**config.mk**
```make
export PLATFORM = sky130hd
export DESIGN_NAME = note_sequencer
export DESIGN_NICKNAME = d
export VERILOG_FILES = /design/src/rtl/note_sequencer.sv
export SDC_FILE = /design/constraint.sdc
export NUM_CORES = 1
export LEC_CHECK = 0
export ABC_CLOCK_PERIOD_IN_PS = 5700
export BUFFER_PORTS_ARGS = -buffer_cell sky130_fd_sc_hd__buf_2
export CAP_MARGIN = 20
export CORE_ASPECT_RATIO = 0.7
export CORE_MARGIN = 5
export CORE_UTILIZATION = 50
export CTS_CLUSTER_SIZE = 10
export DETAILED_ROUTE_END_ITERATION = 10
export PLACE_DENSITY = 0.79
export SLEW_MARGIN = 10
export SYNTH_ARGS = -nofsm -noshare
export SYNTH_HDL_FRONTEND = slang
export SYNTH_SLANG_ARGS = --single-unit
```
**constraint.sdc**
```tcl
create_clock -name board_clk -period 5.7 [get_ports board_clk]
set_input_delay 0.285 -clock board_clk [delete_from_list [all_inputs] [get_ports board_clk]]
set_output_delay 0.285 -clock board_clk [all_outputs]
set_load 0.03 [all_outputs]
```
**src/rtl/note_sequencer.sv**
```systemverilog
// Rhythm-game round controller: LFSR note scheduling, hit/miss judging and scoring.
// Optional `COMBO_BONUS_EN adds a streak counter that doubles hit value after four hits.
module note_sequencer #(
  parameter int unsigned WINDOW   = 8,
  parameter int unsigned NOTES    = 32,
  parameter int unsigned MAX_MISS = 8,
  parameter logic [7:0]  SEED     = 8'h01
) (
  input  logic       board_clk,
  input  logic       rst_btn,
  input  logic       tick,
  input  logic       start,
  input  logic [3:0] SW,
  output logic [7:0] LED,
  output logic [7:0] score,
  output logic [3:0] misses,
  output logic       busy,
  output logic       done
);

  typedef enum logic [1:0] {StIdle, StShow, StGap, StOver} state_e;

  localparam logic [8:0] WinLim  = 9'(WINDOW);
  localparam logic [8:0] NoteLim = 9'(NOTES);
  localparam logic [3:0] MissLim = 4'(MAX_MISS);

  state_e     state_q, state_d;
  logic [7:0] lfsr_q, lfsr_d;
  logic [7:0] win_q, win_d;
  logic [7:0] note_q, note_d;
  logic [7:0] score_q, score_d;
  logic [3:0] miss_q, miss_d;
  logic [3:0] sw_q;
  logic [7:0] led_q, led_d;
  logic       busy_q, busy_d;
  logic       done_q, done_d;
`ifdef COMBO_BONUS_EN
  logic [7:0] streak_q, streak_d;
`endif

  logic [3:0] rise;
  logic [3:0] target;
  logic [3:0] miss_sat;
  logic [8:0] score_sum;
  logic [1:0] hit_add;
  logic       miss_evt;

  function automatic logic [7:0] lfsr_next(input logic [7:0] v);
    return {v[6:0], v[7] ^ v[5] ^ v[4] ^ v[3]};
  endfunction

  // Lane of the value after v, i.e. bits [1:0] of lfsr_next(v).
  function automatic logic [1:0] preview_lane(input logic [7:0] v);
    return {v[0], v[7] ^ v[5] ^ v[4] ^ v[3]};
  endfunction

  function automatic logic [3:0] onehot(input logic [1:0] lane);
    return 4'b0001 << lane;
  endfunction

  assign rise     = SW & ~sw_q;
  assign target   = onehot(lfsr_q[1:0]);
  assign miss_sat = (miss_q == 4'hF) ? 4'hF : miss_q + 4'd1;

  always_comb begin
    hit_add = 2'd1;
`ifdef COMBO_BONUS_EN
    if (streak_q >= 8'd4) hit_add = 2'd2;
`endif
    score_sum = {1'b0, score_q} + {7'd0, hit_add};
  end

  // State and datapath registers
  always_ff @(posedge board_clk or negedge rst_btn) begin
    if (!rst_btn) begin
      state_q  <= StIdle;
      lfsr_q   <= SEED;
      win_q    <= '0;
      note_q   <= '0;
      score_q  <= '0;
      miss_q   <= '0;
      sw_q     <= '0;
      led_q    <= '0;
      busy_q   <= 1'b0;
      done_q   <= 1'b0;
`ifdef COMBO_BONUS_EN
      streak_q <= '0;
`endif
    end else begin
      state_q  <= state_d;
      lfsr_q   <= lfsr_d;
      win_q    <= win_d;
      note_q   <= note_d;
      score_q  <= score_d;
      miss_q   <= miss_d;
      sw_q     <= SW;
      led_q    <= led_d;
      busy_q   <= busy_d;
      done_q   <= done_d;
`ifdef COMBO_BONUS_EN
      streak_q <= streak_d;
`endif
    end
  end

  // Next-state logic
  always_comb begin
    state_d  = state_q;
    lfsr_d   = lfsr_q;
    win_d    = win_q;
    note_d   = note_q;
    score_d  = score_q;
    miss_d   = miss_q;
    miss_evt = 1'b0;
`ifdef COMBO_BONUS_EN
    streak_d = streak_q;
`endif
    unique case (state_q)
      StIdle, StOver: begin
        if (start) begin
          state_d  = StShow;
          lfsr_d   = SEED;
          win_d    = '0;
          note_d   = '0;
          score_d  = '0;
          miss_d   = '0;
`ifdef COMBO_BONUS_EN
          streak_d = '0;
`endif
        end
      end
      StShow: begin
        // A press in the same cycle as the expiring tick takes priority.
        if (rise != 4'b0000) begin
          if (rise == target) begin
            score_d = score_sum[8] ? 8'hFF : score_sum[7:0];
            state_d = StGap;
`ifdef COMBO_BONUS_EN
            if (streak_q != 8'hFF) streak_d = streak_q + 8'd1;
`endif
          end else begin
            miss_evt = 1'b1;
          end
        end else if (tick) begin
          win_d = win_q + 8'd1;
          if ({1'b0, win_q} + 9'd1 == WinLim) miss_evt = 1'b1;
        end
        if (miss_evt) begin
          miss_d  = miss_sat;
          state_d = (miss_sat >= MissLim) ? StOver : StGap;
`ifdef COMBO_BONUS_EN
          streak_d = '0;
`endif
        end
      end
      StGap: begin
        if (tick) begin
          lfsr_d = lfsr_next(lfsr_q);
          note_d = note_q + 8'd1;
          win_d  = '0;
          if (({1'b0, note_q} + 9'd1 == NoteLim) || (miss_q >= MissLim)) begin
            state_d = StOver;
          end else begin
            state_d = StShow;
          end
        end
      end
      default: state_d = StIdle;
    endcase
  end

  // Outputs are decoded from next state so that they come straight from flops.
  always_comb begin
    led_d  = 8'h00;
    busy_d = 1'b0;
    done_d = 1'b0;
    unique case (state_d)
      StIdle: led_d = 8'h00;
      StShow: begin
        led_d  = {onehot(preview_lane(lfsr_d)), onehot(lfsr_d[1:0])};
        busy_d = 1'b1;
      end
      StGap: begin
        led_d  = {onehot(preview_lane(lfsr_d)), 4'b0000};
        busy_d = 1'b1;
      end
      StOver: begin
        led_d  = 8'hFF;
        done_d = 1'b1;
      end
      default: led_d = 8'h00;
    endcase
  end

  assign LED    = led_q;
  assign score  = score_q;
  assign misses = miss_q;
  assign busy   = busy_q;
  assign done   = done_q;

endmodule

```
**Word level (Yosys, flattened, before mapping)**

Index checks and enable logic that the tools add are counted.

- Output and inout port bits: 22
- Memories kept: 0
- Input bits: 8
- Logic and storage cells: 93
- Flip-flop bits (word level): 52
- Bits in latches: 0
- Bits in writable memories: 0
- Memory bits (read-only): 0

- Multiply operators: 0
- Eq/ne operators: 17
- Shift-type cells: 3
- Add/sub/neg operators: 6
- Multiplexer cells: 34
- Reductions and logical operators: 12
- Magnitude comparators: 2
- Bitwise logic cells: 8
- Divide/modulo/power cells: 0

Operators by type and width:

| operator | number |
|---|---|
| two-way mux 8 bit | 10 |
| one-hot mux 8 bit (2 select lines) | 3 |
| one-hot mux 8 bit (4 select lines) | 1 |
| adder 8 x 1 -> 9 bit (second input constant) | 3 |
| one-hot mux 8 bit (3 select lines) | 1 |
| adder 8 x 1 -> 8 bit (second input constant) | 2 |
| != test 2 bit (second input constant) | 7 |
| two-way mux 2 bit | 6 |
| two-way mux 4 bit | 3 |
| left shift 1 x 2 -> 4 bit (first input constant) | 3 |
| equality test 9 x 4 -> 1 bit (second input constant) | 1 |
| equality test 9 x 6 -> 1 bit (second input constant) | 1 |
| equality test 2 bit (second input constant) | 4 |
| greater-or-equal comparator 4 bit (second input constant) | 2 |
| two-way mux 1 bit | 8 |
| one-hot mux 4 bit (2 select lines) | 1 |
| AND reduction 4 bit | 2 |
| one-hot mux 2 bit (3 select lines) | 1 |
| AND reduction 3 bit | 2 |
| XOR 1 bit | 6 |
| adder 4 x 1 -> 4 bit (second input constant) | 1 |
| AND 4 bit | 1 |
| equality test 2 x 1 -> 1 bit (second input constant) | 2 |
| equality test 4 bit | 1 |
| other kinds (7) | 10 |

**Depth between registers and ports, before layout**

Gate-level depths: netlist (run 1).

- Depth after elaboration: 11
- Mapped depth: 11
- Depth with buffers taken out: 9

**Least setup slack after synthesis (run 1)**

No wires, ideal clock.

- Path type: register to register
- Start: register state_q[0]
- End: register led_q[7] (netlist: LED[7])
- Cell stages (with the launch flop): 10
- Arrival time: 2.082 ns
- Setup time: 0.126 ns
- Required time: 5.574 ns
- Buffers on the path: 1
- Slack: 3.492 ns
- Period minus slack after synthesis: 2.208 ns
- Cells stage by stage: dfrtp_1 > inv_1 > ha_1 > nor2b_4 > buf_6 > nor3_1 > o211ai_2 > xnor2_4 > nor2_2 > maj3_2

- Cells in the longest elaborated chain, start to end: 8
- Elaborated cells on any way between the ends: 21
- Classes of those cells: eq/ne (6); shift (1); mux (8); bitwise (3); reduce/logical (3)

RTL lines:

| element | line | text |
|---|---|---|
| from (decl) | 27 | `state_e state_q, state_d;` |
| from (signal assigned) | 76 | `state_q <= StIdle;` |
| from (signal assigned) | 90 | `state_q <= state_d;` |
| equality test 2 bit or zero test 2 bit (tied branches) | 118 | `unique case (state_q)` |
| OR reduction 2 bit | 118 |  |
| one-hot mux 8 bit (2 select lines) | 118 |  |
| XOR 1 bit (3 in a row) | 54 | `return {v[0], v[7] ^ v[5] ^ v[4] ^ v[3]};` |
| left shift 1 x 2 -> 4 bit | 58 | `return 4'b0001 << lane;` |
| one-hot mux 8 bit (4 select lines) * | 177 | `unique case (state_d)` |
| via led_d[7] | 34 | `logic [7:0] led_q, led_d;` |
| to (signal assigned) | 97 | `led_q <= led_d;` |
| to (decl) | 34 |  |

The timed path passes the listed nets; every way through them passes the cells marked *.
A chain may end at the register's enable or synchronous reset.

**Worst setup path after layout (run 1)**

- Start: register state_q[1]
- End: register led_q[5] (netlist: LED[5])

Same word-level chain as after synthesis.

==> results of run 1 <==
[flip-flops by register name (all words and copies together) (netlist names)]
register,cells
lfsr_q,8
win_q,8
busy,1
score,8
state_q,2
done,1
sw_q,4
note_q,8
LED,8
misses,4
[synth_stat cells (3+ instances only)]
master	n	area share, %
sky130_fd_sc_hd__inv_1	13	1.6
sky130_fd_sc_hd__or3_1	3	0.62
sky130_fd_sc_hd__nand4_1	3	0.62
sky130_fd_sc_hd__o21ai_1	5	0.82
sky130_fd_sc_hd__xor2_1	5	1.4
sky130_fd_sc_hd__nor2_1	21	2.6
sky130_fd_sc_hd__nor3_1	5	0.82
sky130_fd_sc_hd__nand2_1	41	5.1
sky130_fd_sc_hd__o41ai_1	3	0.87
sky130_fd_sc_hd__buf_6	3	1.1
sky130_fd_sc_hd__clkbuf_1	4	0.49
sky130_fd_sc_hd__xnor2_1	5	1.4
sky130_fd_sc_hd__nand3_1	17	2.8
sky130_fd_sc_hd__dfrtp_1	51	42
sky130_fd_sc_hd__nand4b_1	5	1.4
sky130_fd_sc_hd__o21ai_0	32	5.3
sky130_fd_sc_hd__and2_1	4	0.82
sky130_fd_sc_hd__o31ai_1	7	1.7
sky130_fd_sc_hd__nor2b_1	6	1.2
sky130_fd_sc_hd__a21oi_1	25	4.1
sky130_fd_sc_hd__and3_1	5	1.0
sky130_fd_sc_hd__nand2b_1	5	1.0
sky130_fd_sc_hd__buf_2	6	0.99
sky130_fd_sc_hd__ha_1	9	3.7
[report_power, final]
part	internal, mW	switching (mW)
Clock	0.0992	0.113
Sequential	0.432	0.0461
Combinational	0.185	0.420
Total	0.717	0.578
[layer usage]
metal	up-vias	part of all wire [%]	routed length (um)
met1	1216	48	3030
met5	-	0	0
met2	72	45	2850
li1	1237	-	-
met3	6	5.6	350
met4	0	0.67	42
[worst max-delay path, stage by stage (launching register included)]
cell	delay, ps
sky130_fd_sc_hd__dfrtp_1	410
sky130_fd_sc_hd__inv_1	100
sky130_fd_sc_hd__ha_1	660
sky130_fd_sc_hd__inv_1	340
sky130_fd_sc_hd__a32oi_1	320
sky130_fd_sc_hd__o221ai_2	150
sky130_fd_sc_hd__nor2_2	420
sky130_fd_sc_hd__nand3b_1	140
sky130_fd_sc_hd__a2bb2oi_1	210
[logic make-up after synthesis]
logic type / Yosys count / share of synthesized area (%)
xor gates and xnor gates: 11 / 3.79
AOI/OAI and AO/OA: 99 / 21.0
buffers and inverters: 28 / 4.58
and+or+nand+nor: 129 / 21.9
adders and majority gates: 10 / 4.08
DFF: 52 / 42.9
muxes: 5 / 1.77
[how the worst min path moves through the flow]
stage          slack (ps)  endpoint    start
4_1_cts                90   sw_q[3]    SW[3]
3_5_place_dp          410   sw_q[3]    SW[3]
2_1_floorplan         -10    LED[0]  rst_btn
5_1_grt                90   sw_q[3]    SW[3]
3_3_place_gp          410   sw_q[3]    SW[3]
6_report               90  win_q[0]  rst_btn
[metrics by stage]
| step | hold WS (ps) | cell area, um2 |
|---|---|---|
| 2_1_floorplan | -10.6 | 3040 |
| 3_3_place_gp | 406 | 3190 |
| 4_1_cts | 87.1 | 3280 |
| 3_5_place_dp | 407 | 3190 |
| 5_1_grt | 90.0 | 3290 |
| 6_report | 87.8 | 3290 |
[cell usage in the layout, fill, tap and decap left out, types with 6 or more instances in the layout]
cell,Yosys,layout
sky130_fd_sc_hd__a21oi_1,25,25
sky130_fd_sc_hd__buf_2,6,30
sky130_fd_sc_hd__clkbuf_8,0,6
sky130_fd_sc_hd__dfrtp_1,51,51
sky130_fd_sc_hd__ha_1,9,9
sky130_fd_sc_hd__inv_1,13,13
sky130_fd_sc_hd__nand2_1,41,41
sky130_fd_sc_hd__nand3_1,17,17
sky130_fd_sc_hd__nor2_1,21,21
sky130_fd_sc_hd__nor2b_1,6,6
sky130_fd_sc_hd__o21ai_0,32,32
sky130_fd_sc_hd__o31ai_1,7,7
[area by class of cell]
cell class,instances,area share (%)
tap,75,2.85
clock buffer,8,2.74
inverter,13,1.48
sequential,52,39.6
multi-input combinational,254,48.5
timing repair buffer,31,4.80
==> run summary, run 1 <==
In this run the horizontal extent of the chip is 103 um. CTS placed an instance of sky130_fd_sc_hd__clkbuf_8 at the clock tree root. Summed over all cells, the static leakage comes to 1.50 nW. The power density normalized to cell area came out at 394 nW/um2. Number of hold violations in the final report: 0. The most critical setup path has its startpoint at state_q[1].

The worst register-to-register path ends at LED[5]. The critical setup path kind was flop to flop. The number of placed instances, taps included, is 424. After clock tree synthesis, the clock-pin slew on the worst setup and hold paths is 90 ps. The count of buffers added on input and output ports is 29.

The tools report the count of fill cells added during filler insertion as 503. The area growth from synthesis to layout is 8.29%. The initial antenna violation count came out at 0. The tools report the max-slew violation count as 0. Nature of the critical path startpoint: a flop. The number of max-cap violations is 0, and the number of gates resized after cts is 0. The final total negative setup slack is 0 ps. The repair_antennas step left the layout with diodes totalling 0. The violation count after the first detailed-routing iteration came out at 193. Layer with the highest usage after global routing: met2. The worst register-to-register path begins at state_q[1]. The first global-routing pass estimated 10.5 mm of wire. For this run, global-route usage on met2 was measured as 26.2%. The area of the die is 7750 um2, and the minimum setup slack after placement is 2960 ps. TritonCTS built the clock tree. Detailed placement ended at an HPWL of 4.48 mm. For this run, the number of Yosys warnings is 0. The most used flip-flop cell after synthesis is sky130_fd_sc_hd__dfrtp_1. Setup violations remaining at the end of the flow were counted as 0. Across the whole layout, storage elements account for 1300 um2. The path class of the tightest hold or removal check is input port to async pin.

The average footprint of a synthesized cell was 9.09 um2; the count of TritonRoute iterations in the first routing pass was 5. Once layout is complete, the utilization of the core stands at 56.5%. The final setup skew is 7.47 ps. The run gives 334 as the number of cells produced by synthesis. For this block, the routed nets add up to 6.27 mm of wire. The cell area after synthesis was 3040 um2; the number of register bits inferred by synthesis was 52. In the global route stage, met1 resource usage came out at 25.0%. The total power draw was 1.30 mW; the post-route DRC violation count was 0. The worst register-to-register path has a setup slack of 2880 ps. Net total in the final layout: 374. For this run, asynchronously set or reset flops after synthesis account for 100%.

The wire length per cell was 14.5 um. For this run, global-route usage on met3 was measured as 3.52%. The run gives 0 as the hold-fix buffer count after cts. The most critical setup path has its endpoint at LED[5]. Setup slack closes at 2880 ps. The ratio of routed vias to standard cells was 5.85; the overall track demand over capacity in global routing was 17.1%. The logs give 0 for the total overflow reported by the global router and 23 for the total number of placement rows.

The tools report the number of global-route vias before repair as 2282. The biggest fanout along the worst timing path came out at 22. The tools report the type of destination of the critical path as a flop. Number of distinct library cells after synthesis: 64. For the worst setup path, the data required time is 5910 ps. The number of enable flip-flop cells after synthesis was 0; the net count after synthesis was 351. The congestion estimate from routability-driven global placement came to 0.844.

The longest clock path from root to sink contains 2 buffers. The number of sinks on the clock net is 52, and the maximum number of pins on one net before global-route repair is 53. The run finished with clean final reports. The number of levels in the clock H-tree was 2; the number of buffers inserted to repair setup after CTS was 0.

In this run, CTS created clock tree buffers numbering 5. The number of top-level design ports was 30; the placeable core area was 5810 um2. The total area of multi-input combinational cells is 1590 um2, and the normalized max-slew margin is 48.8%.

Measured in cells, the most critical reg-to-reg path has a length of 8. Of the cells placed in the final design, the portion with a size suffix greater than 1 is 15.1%. The final critical path time including I/O delays and setup was 2820 ps; the via count was 2531. For this run, the register share of the synthesized area comes to 42.9%.

The critical path arrival came out at 3040 ps. The detail route stage leaves a number of antenna-violating nets equal to 0. The clock reaches the later pin of the worst-skew pair after 300 ps.

Once the floorplan was initialized, standard cells occupied 52.2% of the core. The non-filler instance count after layout was 433. At the pin with the least slew margin, the transition time is 768 ps. For the maximum clock frequency, the log shows 354 MHz.

In this run the vertical extent of the chip is 75.2 um. The worst path uses 49.6% of the clock period. Setup repair after global routing left no endpoint under its margin. VDD sags by at most 0.000190 V.
Power figures use the tool's default switching activity.
==> run 2, diff against run 1 <==
- ABC_AREA: unset -> 1
- ABC_CLOCK_PERIOD_IN_PS: 5700 -> 2650
- clock period: 5.7 -> 2.65 ns (I/O delays scaled with it)
==> run 2 against run 1 <==
Sequential cell count is the same. Die area shrank 0.84%. Critical path depth rose by 7. Sequential share of layout area decreased by 1.4 points. Register-to-register slack worse by 2500 ps. Via count decreased by 0.36%. First-iteration DRC count decreased by 18%. Critical endpoint is now LED[7].
==> run summary, run 2 <==
The tools report the initial antenna violation count as 0 (unchanged). Leakage component of the power: 1.72 nW (+14%). For the number of levels in the clock H-tree, the log shows 2 (unchanged). The slew at the pin with the worst max-slew slack is 517 ps (-251 ps), and the die extent in x is 103 um (-0.43%).

Number of gates resized after cts: 0 (unchanged). The number of max-cap violations is 0 (unchanged), and the number of top-level design ports is 30 (unchanged). The switching fraction of total power was 48.3% (+3.6 points); the final setup skew was 5.72 ps (-1.75 ps). The sequential fraction of the synthesis area is 43.3% (+0.41 points), and the final weighted congestion in routability-driven placement is 0.871 (+3.2%).

The logs give 3.29 mW (+150%) for the total power draw and 5 (+5) for the hold-fix buffer count after cts. The total number of placement rows is 23 (unchanged). The share of cells above drive strength 1 works out to 20.2% (+5.1 points).

Critical setup path kind: flop to flop. The run gives 52.0% (-0.24 points) as the initial core utilization. The routed length on met3 was 302 um (-14%). Type of destination of the critical path: a flop. The count of input and output buffers is 29 (unchanged), and the number of sinks on the clock net is 52 (unchanged). Compared with the post-synthesis result, the final layout area differs by 13.4%. The wire length per cell is 12.6 um (-13%), and the floorplan die height is 74.9 um (-0.41%). The net total in the final layout is 432 (+16%).

Number of distinct library cells after synthesis: 39 (-39%). The logs give 0 (unchanged) for the number of antenna diodes and 372 (+11%) for the number of cells produced by synthesis. The global-route wire length before repair was 10.9 mm (+3.8%). The number of register bits inferred by synthesis was 52 (unchanged). The commonest cells after synthesis are 70 x sky130_fd_sc_hd__inv_1, 70 x sky130_fd_sc_hd__nand2_1, 51 x sky130_fd_sc_hd__dfrtp_1. The flow ran to the end, and the final reports show no timing, DRC or antenna violations. The number of global-route vias before repair is 2445 (+7.1%), and the post-detailed-routing wire length is 6.20 mm (-1.0%). Worst-skew pair later-pin latency: 300 ps (about the same).

The portion of total power attributed to the clock network was 14.5% (-1.9 points). Net count after synthesis: 389 (+11%). For the post-route DRC violation count, the log shows 0 (unchanged). In the post-synthesis netlist, the biggest area contributors are sky130_fd_sc_hd__dfrtp_1 42%, sky130_fd_sc_hd__inv_1 8.7%, sky130_fd_sc_hd__nand2_1 8.7%, sky130_fd_sc_hd__nand3_1 4.5%, sky130_fd_sc_hd__ha_1 3.7%.

The fraction of post-synthesis cell area in the top cell type by area was 42.4% (+0.40 points); the area of the die was 7690 um2 (-0.84%). The final critical path time including I/O delays and setup is 2250 ps (-570 ps). The number of nets with antenna violations after detailed routing came out at 0 (unchanged).

The library cells used most frequently in the layout, excluding fill and tap cells, are 70 x sky130_fd_sc_hd__inv_1, 70 x sky130_fd_sc_hd__nand2_1, 51 x sky130_fd_sc_hd__dfrtp_1. The maximum buffer depth of the clock tree was 2 (unchanged); the net load switching power was 1.59 mW (+170%). The biggest fanout along the worst timing path works out to 7 (-68%). The power density normalized to cell area is 965 nW/um2 (+140%). TritonCTS built the clock tree.

Average footprint of a synthesized cell: 8.08 um2 (-11%). The number of buffers added by the clock tree synthesis step came out at 5 (unchanged). The number of enable flip-flop cells after synthesis is 0 (unchanged). The buffer cell driving the clock tree root was sky130_fd_sc_hd__clkbuf_8. The maximum clock frequency is 444 MHz (+25%), and the critical path arrival is 2460 ps (-580 ps).

The max-slew violation count came out at 0 (unchanged). The class of the most critical hold timing path was input port to flop. The flop-to-flop setup slack was 400 ps (-2480 ps). The ratio of routed vias to standard cells is 5.14 (-12%). For the cell internal power dissipation, the log shows 1.70 mW (+140%).

The count of TritonRoute iterations in the first routing pass was 4 (-1); the data required time at the worst endpoint was 2850 ps (-3060 ps). Total overflow reported by the global router: 0 (unchanged). The logs give 0 (unchanged) for the setup violation total in the final timing report and 4.80 mm (+7.0%) for the HPWL reported at the end of detailed placement. The total met2 wirelength after detailed routing was 2.82 mm (-1.1%). The total routed wire length on the met1 layer was 3.03 mm (unchanged).

The via count is 2522 (-0.36%), and the maximum number of pins on one net before global-route repair is 31 (-42%). For the placeable core area, the log shows 5780 um2 (-0.50%). The share of synthesized flip-flops with an asynchronous set or reset was 100% (unchanged); the proportion of power drawn by combinational gates was 53.2% (+6.5 points).

The tools report the number of hold violations in the final report as 0 (unchanged). The final total negative setup slack was 0 ps (unchanged). The tools report the cell area after synthesis as 3010 um2 (-0.95%). Part of the cycle the worst path needs: 85.1% (+36 points). The clock transition at the registers of the reported paths is 90 ps (about the same), and the register share of total power is 32.3% (-4.6 points). Setup repair after global routing left no endpoint under its margin. The synthesis warning total was 0 (unchanged). The overall track demand over capacity in global routing came out at 17.9% (+0.77 points).

Number of buffers inserted to repair setup after CTS: 0 (unchanged). The largest total area in the synthesized netlist belongs to sky130_fd_sc_hd__dfrtp_1. STA classifies the critical path startpoint as a flop. For this run, the leading register cell type out of synthesis is sky130_fd_sc_hd__dfrtp_1. The logs give 158 (-18%) for the violation count after the first detailed-routing iteration and 0.000467 V (+150%) for the highest ir drop seen on vdd.

Signal routing reaches up to met4. The normalized max-slew margin came out at 65.5% (+17 points).
-- run 2: changes by cell type in the layout (fill, tap and decap cells not counted), moves of 7 or more --
cell                      change
sky130_fd_sc_hd__nand2_2     +10
sky130_fd_sc_hd__a21oi_1     -13
sky130_fd_sc_hd__inv_1       +57
sky130_fd_sc_hd__o31ai_1      -7
sky130_fd_sc_hd__o21ai_0     -13
sky130_fd_sc_hd__nand2_1     +29
sky130_fd_sc_hd__inv_2        +7
sky130_fd_sc_hd__nand3_1     +10
sky130_fd_sc_hd__o22ai_1     +14
-- run 2: per-stage QoR --
step	hold WS [ps]	std cells	instance area (um2)	utilization [%]	setup slack, ps
after detailed placement	144	478	3260	56.4	452
after floorplan	-163	372	3010	-	684
after CTS	285	491	3410	58.9	425
after global placement	138	478	3260	56.4	500
after global routing	357	491	3410	58.9	213
final	285	491	3410	58.9	395
-- run 2: cell type report --
class                   count  area (um2)
well taps                  75        93.8
clock buffers               7        86.3
multi-input cells         237        1380
flip-flops and latches     52        1300
clock inverters             1        7.51
fillers                   514        2380
inverters                  81         312
repair buffers             38         225
-- run 2: final timing paths --
check | start | endpoint | cells past startpoint
worst max-delay path | state_q[0] | LED[7] | 15
worst min-delay path | start | note_q[1] | 5
worst max register to register | state_q[0] | LED[7] | 15
worst min register to register | lfsr_q[6] | lfsr_q[7] | 2
max in group asynchronous | rst_btn | lfsr_q[0] | 3
min in group asynchronous | rst_btn | note_q[5] | 2
-- run 2: cell families (layout without fill, tap and decap cells) --
group	after synthesis	count (layout)	share of synthesized area, %
DFF	52	52	43.3
AOI/OAI and AO/OA	66	66	14.0
buffers and inverters	83	127	10.7
adders and majority gates	9	9	3.75
xor gates and xnor gates	7	7	2.04
and+or+nand+nor	155	155	26.1
-- run 2: critical path, stage by stage (launching register included) --
cell and delay [ps]:
sky130_fd_sc_hd__dfrtp_1 400, sky130_fd_sc_hd__inv_1 90, sky130_fd_sc_hd__ha_1 380, sky130_fd_sc_hd__nand2_4 150
sky130_fd_sc_hd__nand2_4 90, sky130_fd_sc_hd__nor2_8 170, sky130_fd_sc_hd__inv_6 60, sky130_fd_sc_hd__nand2_2 60
sky130_fd_sc_hd__o21ai_2 60, sky130_fd_sc_hd__xnor2_1 130, sky130_fd_sc_hd__xnor2_1 240, sky130_fd_sc_hd__inv_1 90
sky130_fd_sc_hd__nand2_1 70, sky130_fd_sc_hd__nand2_1 60, sky130_fd_sc_hd__nand2_1 60, sky130_fd_sc_hd__inv_1 40
-- run 2: layer usage --
layer,track usage [%],vias up
met5,0,-
met4,4.37,0
met3,3.43,5
met2,28.6,47
met1,25.3,1192
li1,-,1278
-- run 2: power by group through the flow --
stage	Sequential [mW]	Combinational (mW)	Clock (mW)
floorplan	1.24	1.15	0
global placement	1.07	1.70	0
detailed placement	1.08	1.74	0
CTS	1.06	1.76	0.488
global route	1.08	1.96	0.520
finish	1.06	1.75	0.477
==> run 3, diff against run 2 <==
- CORE_MARGIN: 5 -> unset
- SETUP_SLACK_MARGIN: unset -> 0.5
- TNS_END_PERCENT: unset -> 5
==> run 3 against run 2 <==
Combinational power grew 9%. Sequential power is essentially flat. Setup slack gained 240 ps. First-iteration DRC count grew 16%. Critical path depth grew 1. Sequential cell count is the same. Count of clock-buffer cells in the layout shrank 2. Register-to-register slack gained 240 ps. Via count grew 3.7%. Critical path type unchanged. Largest power group unchanged. Highest routed layer unchanged.
==> run summary, run 3 (synthesized netlist as in run 2, its figures left out) <==
The run finished with clean final reports. For the worst-skew pair later-pin latency, the log shows 310 ps (about the same). The logs give 3560 um2 (+4.3%) for the area of all placed cells without fillers and 5 (unchanged) for the number of buffers added by the clock tree synthesis step. The worst setup path is of the flop to flop kind. Post-route DRC violation count: 0 (unchanged). The number of instances in the placed design was 478 (unchanged). Final critical path time including I/O delays and setup: 2020 ps (-236 ps).

The slew at the pin with the worst max-slew slack is 527 ps (+9.36 ps). The total overflow reported by the global router was 0 (unchanged). Leaving out fill and tap cells, the most frequent cell in the layout is sky130_fd_sc_hd__nand2_1.

The run gives 30 (unchanged) as the number of top-level design ports. The tools report the net total in the final layout as 445 (+3.0%). STA classifies the critical path endpoint as a flop. The tools report the nature of the critical path startpoint as a flop.

The tools report the maximum clock frequency as 495 MHz (+12%). The min-delay analysis places its worst path in the category input port to flop. The tools report the global-route wire length before repair as 10.7 mm (-2.3%).

The number of hold violations in the final report was 0 (unchanged); the die extent in x was 94.7 um (-7.8%). The floorplan die height was 66.9 um (-11%); the number of levels in the clock H-tree was 2 (unchanged). TritonCTS built the clock tree. The count of input and output buffers was 29 (unchanged). Total power draw: 3.52 mW (+7.1%). The library cells used most frequently in the layout, excluding fill and tap cells, are 70 x sky130_fd_sc_hd__nand2_1, 68 x sky130_fd_sc_hd__inv_1, 49 x sky130_fd_sc_hd__dfrtp_1. The total number of placement rows is 23 (unchanged), and the proportion of power drawn by combinational gates is 54.3% (+1.1 points). The logs give 0.898 (+3.1%) for the final weighted congestion in routability-driven placement and 0.000508 V (+8.8%) for the highest ir drop seen on vdd.

Post-detailed-routing wire length: 6.57 mm (+5.9%). The tools report the setup slack after layout as 631 ps (+236 ps). The violation count after the first detailed-routing iteration is 183 (+16%).

For the register share of total power, the log shows 30.0% (-2.3 points). The run gives 4.77 mm (-0.43%) as the HPWL reported at the end of detailed placement. The wire length per cell is 13.0 um (+3.2%), and the initial antenna violation count is 0 (unchanged). The run gives 2 (unchanged) as the maximum buffer depth of the clock tree. Setup repair after global routing left no endpoint under its margin.

In this run the clock root is driven by a sky130_fd_sc_hd__clkbuf_8. The share of cells above drive strength 1 is 24.7% (+4.5 points). The area growth from synthesis to layout was 18.3%; the initial core utilization was 52.2% (+0.26 points). The clock transition at the registers of the reported paths was 90 ps (about the same); the net load switching power was 1.64 mW (+3.5%). The ratio of routed vias to standard cells is 5.19 (+1.1%). The logs give 2230 ps (-230 ps) for the critical path arrival and 0 (unchanged) for the number of nets with antenna violations after detailed routing. The run gives 4 (unchanged) as the count of TritonRoute iterations in the first routing pass. The portion of total power attributed to the clock network was 15.6% (+1.1 points); the power density normalized to cell area was 990 nW/um2 (+2.7%).

The logs give 396 ps (-55.7 ps) for the minimum setup slack after placement and 5760 um2 (-0.50%) for the placeable core area. The number of global-route vias before repair was 2419 (-1.1%). The switching fraction of total power was 46.7% (-1.6 points); the final total negative setup slack was 0 ps (unchanged).

The max-slew violation count was 0 (unchanged); the part of the cycle the worst path needs was 76.2% (-8.9 points). The overall track demand over capacity in global routing came out at 22.2% (+4.3 points). The number of max-cap violations was 0 (unchanged); the area of the die was 6330 um2 (-18%). The logs give 0 (unchanged) for the setup violation total in the final timing report and 7.46 ps (+1.74 ps) for the final setup skew. The tools report the number of antenna diodes as 0 (unchanged). The tools report the normalized max-slew margin as 64.9% (-0.62 points). The maximum number of pins on one net before global-route repair is 31 (unchanged). The data required time at the worst endpoint was 2860 ps (about the same). The number of sinks on the clock net was 52 (unchanged); the placement-stage cell area was 3260 um2 (unchanged). The non-filler instance count after layout is 504 (+2.6%), and the via count is 2616 (+3.7%). The leakage component of the power is 1.79 nW (+3.9%). The cell internal power dissipation was 1.88 mW (+10%). The biggest fanout along the worst timing path works out to 6 (-1).
==> run 3: worst paths after layout <==
check,start,endpoint,slack [ps],cells past startpoint
max reg2reg,win_q[0],LED[4],630,16
max,win_q[0],LED[4],630,16
min in group asynchronous,rst_btn,note_q[3],320,2
min reg2reg,win_q[0],win_q[0],540,1
min,tick,note_q[1],290,5
max in group asynchronous,rst_btn,lfsr_q[0],1510,3
==> run 3: critical path, stage by stage (launching register included) <==
cell and delay (ps):
sky130_fd_sc_hd__dfrtp_2 400, sky130_fd_sc_hd__ha_2 220, sky130_fd_sc_hd__nand2_1 120, sky130_fd_sc_hd__inv_1 70, sky130_fd_sc_hd__nand2_1 50, sky130_fd_sc_hd__nand2_1 80, sky130_fd_sc_hd__nand2_1 70, sky130_fd_sc_hd__nor2_2 110
sky130_fd_sc_hd__nand3_2 130, sky130_fd_sc_hd__nand2_1 100, sky130_fd_sc_hd__nand3_1 70, sky130_fd_sc_hd__nand3_1 90, sky130_fd_sc_hd__nand2_2 100, sky130_fd_sc_hd__nand2_4 110, sky130_fd_sc_hd__nand2_4 80, sky130_fd_sc_hd__nand2_1 70
sky130_fd_sc_hd__inv_1 40
==> run 3: layout make-up <==
cell class	count	area, um2
multi-input cells	237	1410
flip-flops and latches	52	1310
repair buffers	51	323
clock inverters	3	42.5
inverters	81	312
well taps	75	93.8
fillers	509	2200
clock buffers	5	68.8
==> run 3: repair_timing <==
action                                  4_1_cts  5_1_grt
hold buffers                                  5        0
pin swaps                                     3        3
resized for setup                             2        8
endpoints found under the setup margin        4       18
endpoints found under the hold margin        26        0
setup buffers                                 3       10
==> run 3: power groups by stage <==
| stage | registers [mW] | clock network [mW] | logic [mW] |
|---|---|---|---|
| after global routing | 1.08 | 0.604 | 2.10 |
| after global placement | 1.07 | 0 | 1.70 |
| after CTS | 1.06 | 0.566 | 1.79 |
| final | 1.06 | 0.551 | 1.91 |
| after floorplan | 1.24 | 0 | 1.15 |
| after detailed placement | 1.08 | 0 | 1.74 |
==> run 3: metal layers <==
metal / vias up / track usage [%] / wire, um / part of all wire, %
li1: 1313 / - / - / -
met1: 1237 / 30.4 / 3180 / 48
met2: 56 / 34.2 / 3050 / 46
met3: 10 / 5.02 / 277 / 4.2
met4: 0 / 7.95 / 73 / 1.1
met5: - / 0 / 0 / 0
==> run 3: through the flow <==
step / util [%] / hold WS (ps)
2_1_floorplan: - / -163
3_3_place_gp: 56.7 / 136
3_5_place_dp: 56.7 / 145
4_1_cts: 60.0 / 291
5_1_grt: 61.8 / 320
6_report: 61.8 / 291
